--- config.mk ---
export PLATFORM = sky130hd
export DESIGN_NAME = uart_rx_parity
export DESIGN_NICKNAME = d
export VERILOG_FILES = /design/src/rtl/uart_rx_parity.sv
export SDC_FILE = /design/constraint.sdc
export NUM_CORES = 1
export LEC_CHECK = 0
export BUFFER_PORTS_ARGS = -buffer_cell sky130_fd_sc_hd__buf_2
export CORE_MARGIN = 2
export CORE_UTILIZATION = 45
export DETAILED_ROUTE_END_ITERATION = 16
export HOLD_SLACK_MARGIN = 0.1
export PLACE_DENSITY = 0.64
export SLEW_MARGIN = 10
export SYNTH_ARGS = -nofsm -noshare
export SYNTH_HDL_FRONTEND = slang
export SYNTH_SLANG_ARGS = --single-unit
--- constraint.sdc ---
create_clock -name clk -period 1.5 [get_ports clk]
set_input_delay 0.225 -clock clk [delete_from_list [all_inputs] [get_ports clk]]
set_output_delay 0.225 -clock clk [all_outputs]
set_load 0.005 [all_outputs]
--- src/rtl/uart_rx_parity.sv ---
// UART receiver for the XOR-parity link: 2-flop input synchroniser, mid-bit sampling,
// 8 data bits LSB first, one parity bit, one stop bit, with parity and framing error flags.
module uart_rx_parity #(
  parameter int CLKS_PER_BIT = 4,
  parameter bit ODD_PARITY   = 1'b0
) (
  input  logic       clk,
  input  logic       rst_n,
  input  logic       rx,
  output logic [7:0] data,
  output logic       valid,
  output logic       parity_err,
  output logic       frame_err,
  output logic       busy
);

  localparam int CW = $clog2(CLKS_PER_BIT) + 1;
  localparam logic [CW-1:0] HALF_M1 = CW'(CLKS_PER_BIT / 2 - 1);
  localparam logic [CW-1:0] LAST    = CW'(CLKS_PER_BIT - 1);

  typedef enum logic [2:0] {IDLE, START, DATA, PARITY, STOP, WAIT_HIGH} state_t;

  state_t        state, state_n;
  logic [1:0]    sync;
  logic          rx_s;
  logic [CW-1:0] cnt, cnt_n;
  logic [2:0]    idx, idx_n;
  logic [7:0]    shift, shift_n;
  logic          acc, acc_n;
  logic          perr, perr_n;
  logic [7:0]    data_n;
  logic          valid_n, parity_err_n, frame_err_n;

  assign rx_s = sync[1];
  assign busy = (state != IDLE);

  always_ff @(posedge clk or negedge rst_n) begin
    if (!rst_n) begin
      state      <= IDLE;
      sync       <= 2'b11;
      cnt        <= '0;
      idx        <= '0;
      shift      <= '0;
      acc        <= 1'b0;
      perr       <= 1'b0;
      data       <= '0;
      valid      <= 1'b0;
      parity_err <= 1'b0;
      frame_err  <= 1'b0;
    end else begin
      state      <= state_n;
      sync       <= {sync[0], rx};
      cnt        <= cnt_n;
      idx        <= idx_n;
      shift      <= shift_n;
      acc        <= acc_n;
      perr       <= perr_n;
      data       <= data_n;
      valid      <= valid_n;
      parity_err <= parity_err_n;
      frame_err  <= frame_err_n;
    end
  end

  always_comb begin
    state_n      = state;
    cnt_n        = cnt;
    idx_n        = idx;
    shift_n      = shift;
    acc_n        = acc;
    perr_n       = perr;
    data_n       = data;
    valid_n      = 1'b0;
    parity_err_n = parity_err;
    frame_err_n  = frame_err;
    case (state)
      IDLE: begin
        if (!rx_s) begin
          state_n = START;
          cnt_n   = '0;
          acc_n   = ODD_PARITY;
        end
      end
      START: begin
        // A start bit that is no longer low at its midpoint is dropped as a glitch.
        if (cnt == HALF_M1) begin
          cnt_n   = '0;
          idx_n   = '0;
          state_n = rx_s ? IDLE : DATA;
        end else begin
          cnt_n = cnt + CW'(1);
        end
      end
      DATA: begin
        if (cnt == LAST) begin
          shift_n[idx] = rx_s;
          acc_n        = acc ^ rx_s;
          cnt_n        = '0;
          idx_n        = idx + 3'd1;
          if (idx == 3'd7) state_n = PARITY;
        end else begin
          cnt_n = cnt + CW'(1);
        end
      end
      PARITY: begin
        if (cnt == LAST) begin
          perr_n  = acc ^ rx_s;
          cnt_n   = '0;
          state_n = STOP;
        end else begin
          cnt_n = cnt + CW'(1);
        end
      end
      STOP: begin
        // Leaving STOP on the sample cycle keeps back-to-back start edges visible in IDLE.
        if (cnt == LAST) begin
          data_n       = shift;
          parity_err_n = perr;
          frame_err_n  = !rx_s;
          valid_n      = !perr && rx_s;
          cnt_n        = '0;
          state_n      = rx_s ? IDLE : WAIT_HIGH;
        end else begin
          cnt_n = cnt + CW'(1);
        end
      end
      WAIT_HIGH: begin
        if (rx_s) state_n = IDLE;
      end
      default: state_n = IDLE;
    endcase
  end

endmodule

==> summary.md <==
| Metric | Value |
|---|---|
| Pwr dens | `1630 nW/um^2` |
| Drt wl/cell | `15.9 um` |
| Slew @ Worst Pin | `0.260 ns` |
| Final Util | `0.599` |
| TritonRoute pass-1 iters | `4` |
| Post-Syn Nets | `146` |
| Endpoints failing hold | `0` |
| Area grow syn2layout | `30.3%` |
| Avg Vias per Cell | `5.55` |
| Final wirelength | `3.49 mm` |
| Worst rel slew slack | `0.824` |
| Crit path max fanout | `2` |
| Tot GR Track Use | `0.190` |
| Syn_area_per_cell | `12.1 sq um` |
| Post-synthesis cell count | `137` |
| FF-to-FF path depth | `5` |
| Violated checks | `negative setup slack` |
| Row count | `22` |
| Worst Setup Start Kind | `register` |
| Final worst-path cycle share | `1.04` |
| # DRC | `0` |
| Final-report setup violation count | `8` |
| Register area share after synthesis | `0.485` |
| H-tree depth | `2` |
| Worst skew pair latency | `0.28 ns` |
| Antenna cells | `0` |
| Share of cells above drive strength 1 | `0.497` |
| Vias | `1216` |
| Max VDD drop | `0.785 mV` |
| Library cells used by synthesis | `40` |
| Clock skew | `0.00338 ns` |
| Nets | `179` |
| Area of the core | `3610 sq um` |
| Simple-Gate Fraction of Synth Area | `0.164` |
| Grt total ovfl | `0` |
| RSZ-0062 raised after global routing | `yes` |
| Crit path arrival time | `1.33 ns` |
| Combinational family with the most area after synthesis | `simple AND/OR/NAND/NOR gates` |
| Largest net degree at the start of global routing | `33` |
| Maximum clock insertion buffer count | `2` |
| Status | `complete, but fails checks` |
| Compound-cell area share of the yosys netlist | `0.106` |
| Required @ worst endpoint | `1.27 ns` |
| CP Class | `register to output port` |
| Vias in the first global route | `1249` |
| Clk slew on worst S/H paths | `0.06 ns` |
| # IOs | `15` |
| Clock buffer count from CTS | `5` |
| DIE AREA | `4180 sq um` |
| Post-Synth XOR/XNOR Area | `0.00529` |
| Fmax | `642 MHz` |
| Root Driver | `clkbuf_8` |
| Die Ht | `64.7 um` |
| I/O Buffers | `14` |
| CP Capture Type | `output port` |
| Hold Path Stages | `0` |
| Fin Hold WS | `0.357 ns` |
| Final critical-path required period | `1.56 ns` |
| Post-synthesis mux area share | `0.147` |
| Sink Count | `32` |
| Adder-cell share of the synthesized area | `0.0453` |
| Gpl congestion | `0.784` |
| Yosys reg bits | `32` |
| CTS tree | `yes` |
| Initial antenna violation count | `0` |
| Initial drt markers | `85` |
| Fin worst setup slack | `-0.0569 ns` |
| Max Cap Violations | `0` |
| Class of the tightest hold or removal check | `register to register` |
| Detailed placement HPWL | `2.25 mm` |
| First-pass GRT wire length | `5.98 mm` |
| Cell area after synthesis | `1660 sq um` |
| ANT nets after route | `0` |
| Die Width | `64.7 um` |
| Starting density of the core | `0.459` |
| Slew Limit Fails | `0` |
| Leakage | `1.01 nW` |
| Syn. warnings | `0` |
report_power, final:
part           total (mW)  leakage (nW)  switching [mW]  internal [mW]
combinational        1.62         0.551           0.756          0.864
sequential           1.22         0.418           0.167           1.05
clock               0.673        0.0455           0.299          0.374
total                3.51          1.01            1.22           2.29
layer usage:
layer	up-vias	wire (um)	global-route usage
met1	612	1620	0.253
li1	568	-	-
met2	31	1700	0.294
met5	-	0	0
met3	5	128	0.0417
met4	0	43	0.0878
Yosys cell counts (all sizes together):
cell type / instances / area (sq um)
a211o: 2 / 17.5
a211oi: 1 / 7.51
a21boi: 1 / 7.51
a21oi: 3 / 15.0
a22o: 4 / 35.0
a311oi: 1 / 8.76
a31oi: 1 / 6.26
a32o: 1 / 10.0
and2: 2 / 12.5
and4bb: 1 / 12.5
buf: 6 / 41.3
clkbuf: 5 / 18.8
dfrtp: 30 / 751
dfstp: 2 / 52.6
ha: 6 / 75.1
inv: 5 / 18.8
mux2: 18 / 233
mux2i: 1 / 10.0
nand2: 4 / 15.0
nand3: 1 / 10.0
nand3b: 3 / 22.5
nand4: 4 / 25.0
nand4b: 4 / 35.0
nor2: 3 / 11.3
nor2b: 4 / 25.0
nor3: 2 / 10.0
nor3b: 4 / 41.3
nor4b: 3 / 26.3
nor4bb: 1 / 10.0
o21a: 2 / 15.0
o21ai: 6 / 30.0
o22ai: 1 / 6.26
o41ai: 2 / 17.5
or3: 1 / 6.26
or3b: 1 / 8.76
xnor2: 1 / 8.76
critical path: stages (launching register included):
cell	delay, ns
dfrtp_2	0.42
buf_6	0.12
or3_4	0.39
buf_6	0.12
logic make-up (layout without fill, tap and decap cells):
kind of cell / Yosys count / in the layout
AND/OR/NAND/NOR: 38 / 38
flip-flops: 32 / 32
AO/OA/AOI/OAI: 25 / 25
multiplexers: 19 / 19
buffers and inverters: 16 / 50
adder cells (fa/ha/maj): 6 / 6
XOR/XNOR: 1 / 1
placed cells by master, fill, tap and decap left out, types with 3 or more instances in the layout:
| master | Yosys | routed |
|---|---|---|
| buf_6 | 2 | 5 |
| inv_1 | 5 | 4 |
| buf_4 | 0 | 14 |
| buf_12 | 0 | 3 |
| nand3b_1 | 3 | 3 |
| nand4_1 | 4 | 4 |
| nand2_1 | 4 | 4 |
| dfrtp_2 | 0 | 6 |
| nand4b_1 | 4 | 4 |
| mux2_2 | 10 | 10 |
| nor3b_1 | 3 | 3 |
| buf_2 | 3 | 13 |
| clkbuf_8 | 0 | 6 |
| a22o_1 | 4 | 4 |
| nor2_1 | 3 | 3 |
| mux2_4 | 8 | 8 |
| o21ai_0 | 6 | 4 |
| nor2b_1 | 4 | 4 |
| dfrtp_1 | 30 | 24 |
stage by stage:
stage,setup slack (ns),total power [mW],cell area [sq um],std cells,setup TNS [ns]
after floorplan,-0.104,2.01,1670,137,-0.839
after global placement,-0.0383,2.38,1890,203,-0.158
after detailed placement,-0.179,2.45,1890,203,-0.900
after CTS,-0.0666,3.42,2120,219,-0.822
after global routing,-0.0987,3.73,2160,219,-1.28
final,-0.0569,3.51,2160,219,-0.121
path summary, 6_finish.rpt:
kind	startpoint	to	slack [ns]
min in group asynchronous	rst_n	acc	0.43
max reg2reg	cnt[1]	state[0]	-0.04
max	state[1]	busy	-0.06
min	sync[0]	sync[1]	0.36
min reg2reg	sync[0]	sync[1]	0.36
max in group asynchronous	rst_n	sync[1]	0.83
area by class of cell:
| type | count | area, sq um |
|---|---|---|
| Sequential cell | 32 | 811 |
| Tap cell | 48 | 60.1 |
| Multi-Input combinational cell | 89 | 872 |
| Inverter | 5 | 18.8 |
| Timing Repair Buffer | 37 | 307 |
| Fill cell | 293 | 1450 |
| Clock buffer | 8 | 90.1 |
registers in the layout (all words and copies together), names as in the netlist:
register and count:
acc 1, perr 1, sync 2, idx 3, data 8, shift 8, valid 1, frame_err 1
cnt 3, state 3, parity_err 1
timing repair:
item / in CTS / in global routing
hold buffers: 2 / 0
endpoints found under the hold margin: 31 / 0
setup buffers: 6 / 0
pin swaps: 8 / 2
endpoints found under the setup margin: 24 / 28
resized for setup: 17 / 12
No activity file was read; power rests on OpenSTA's default activity.
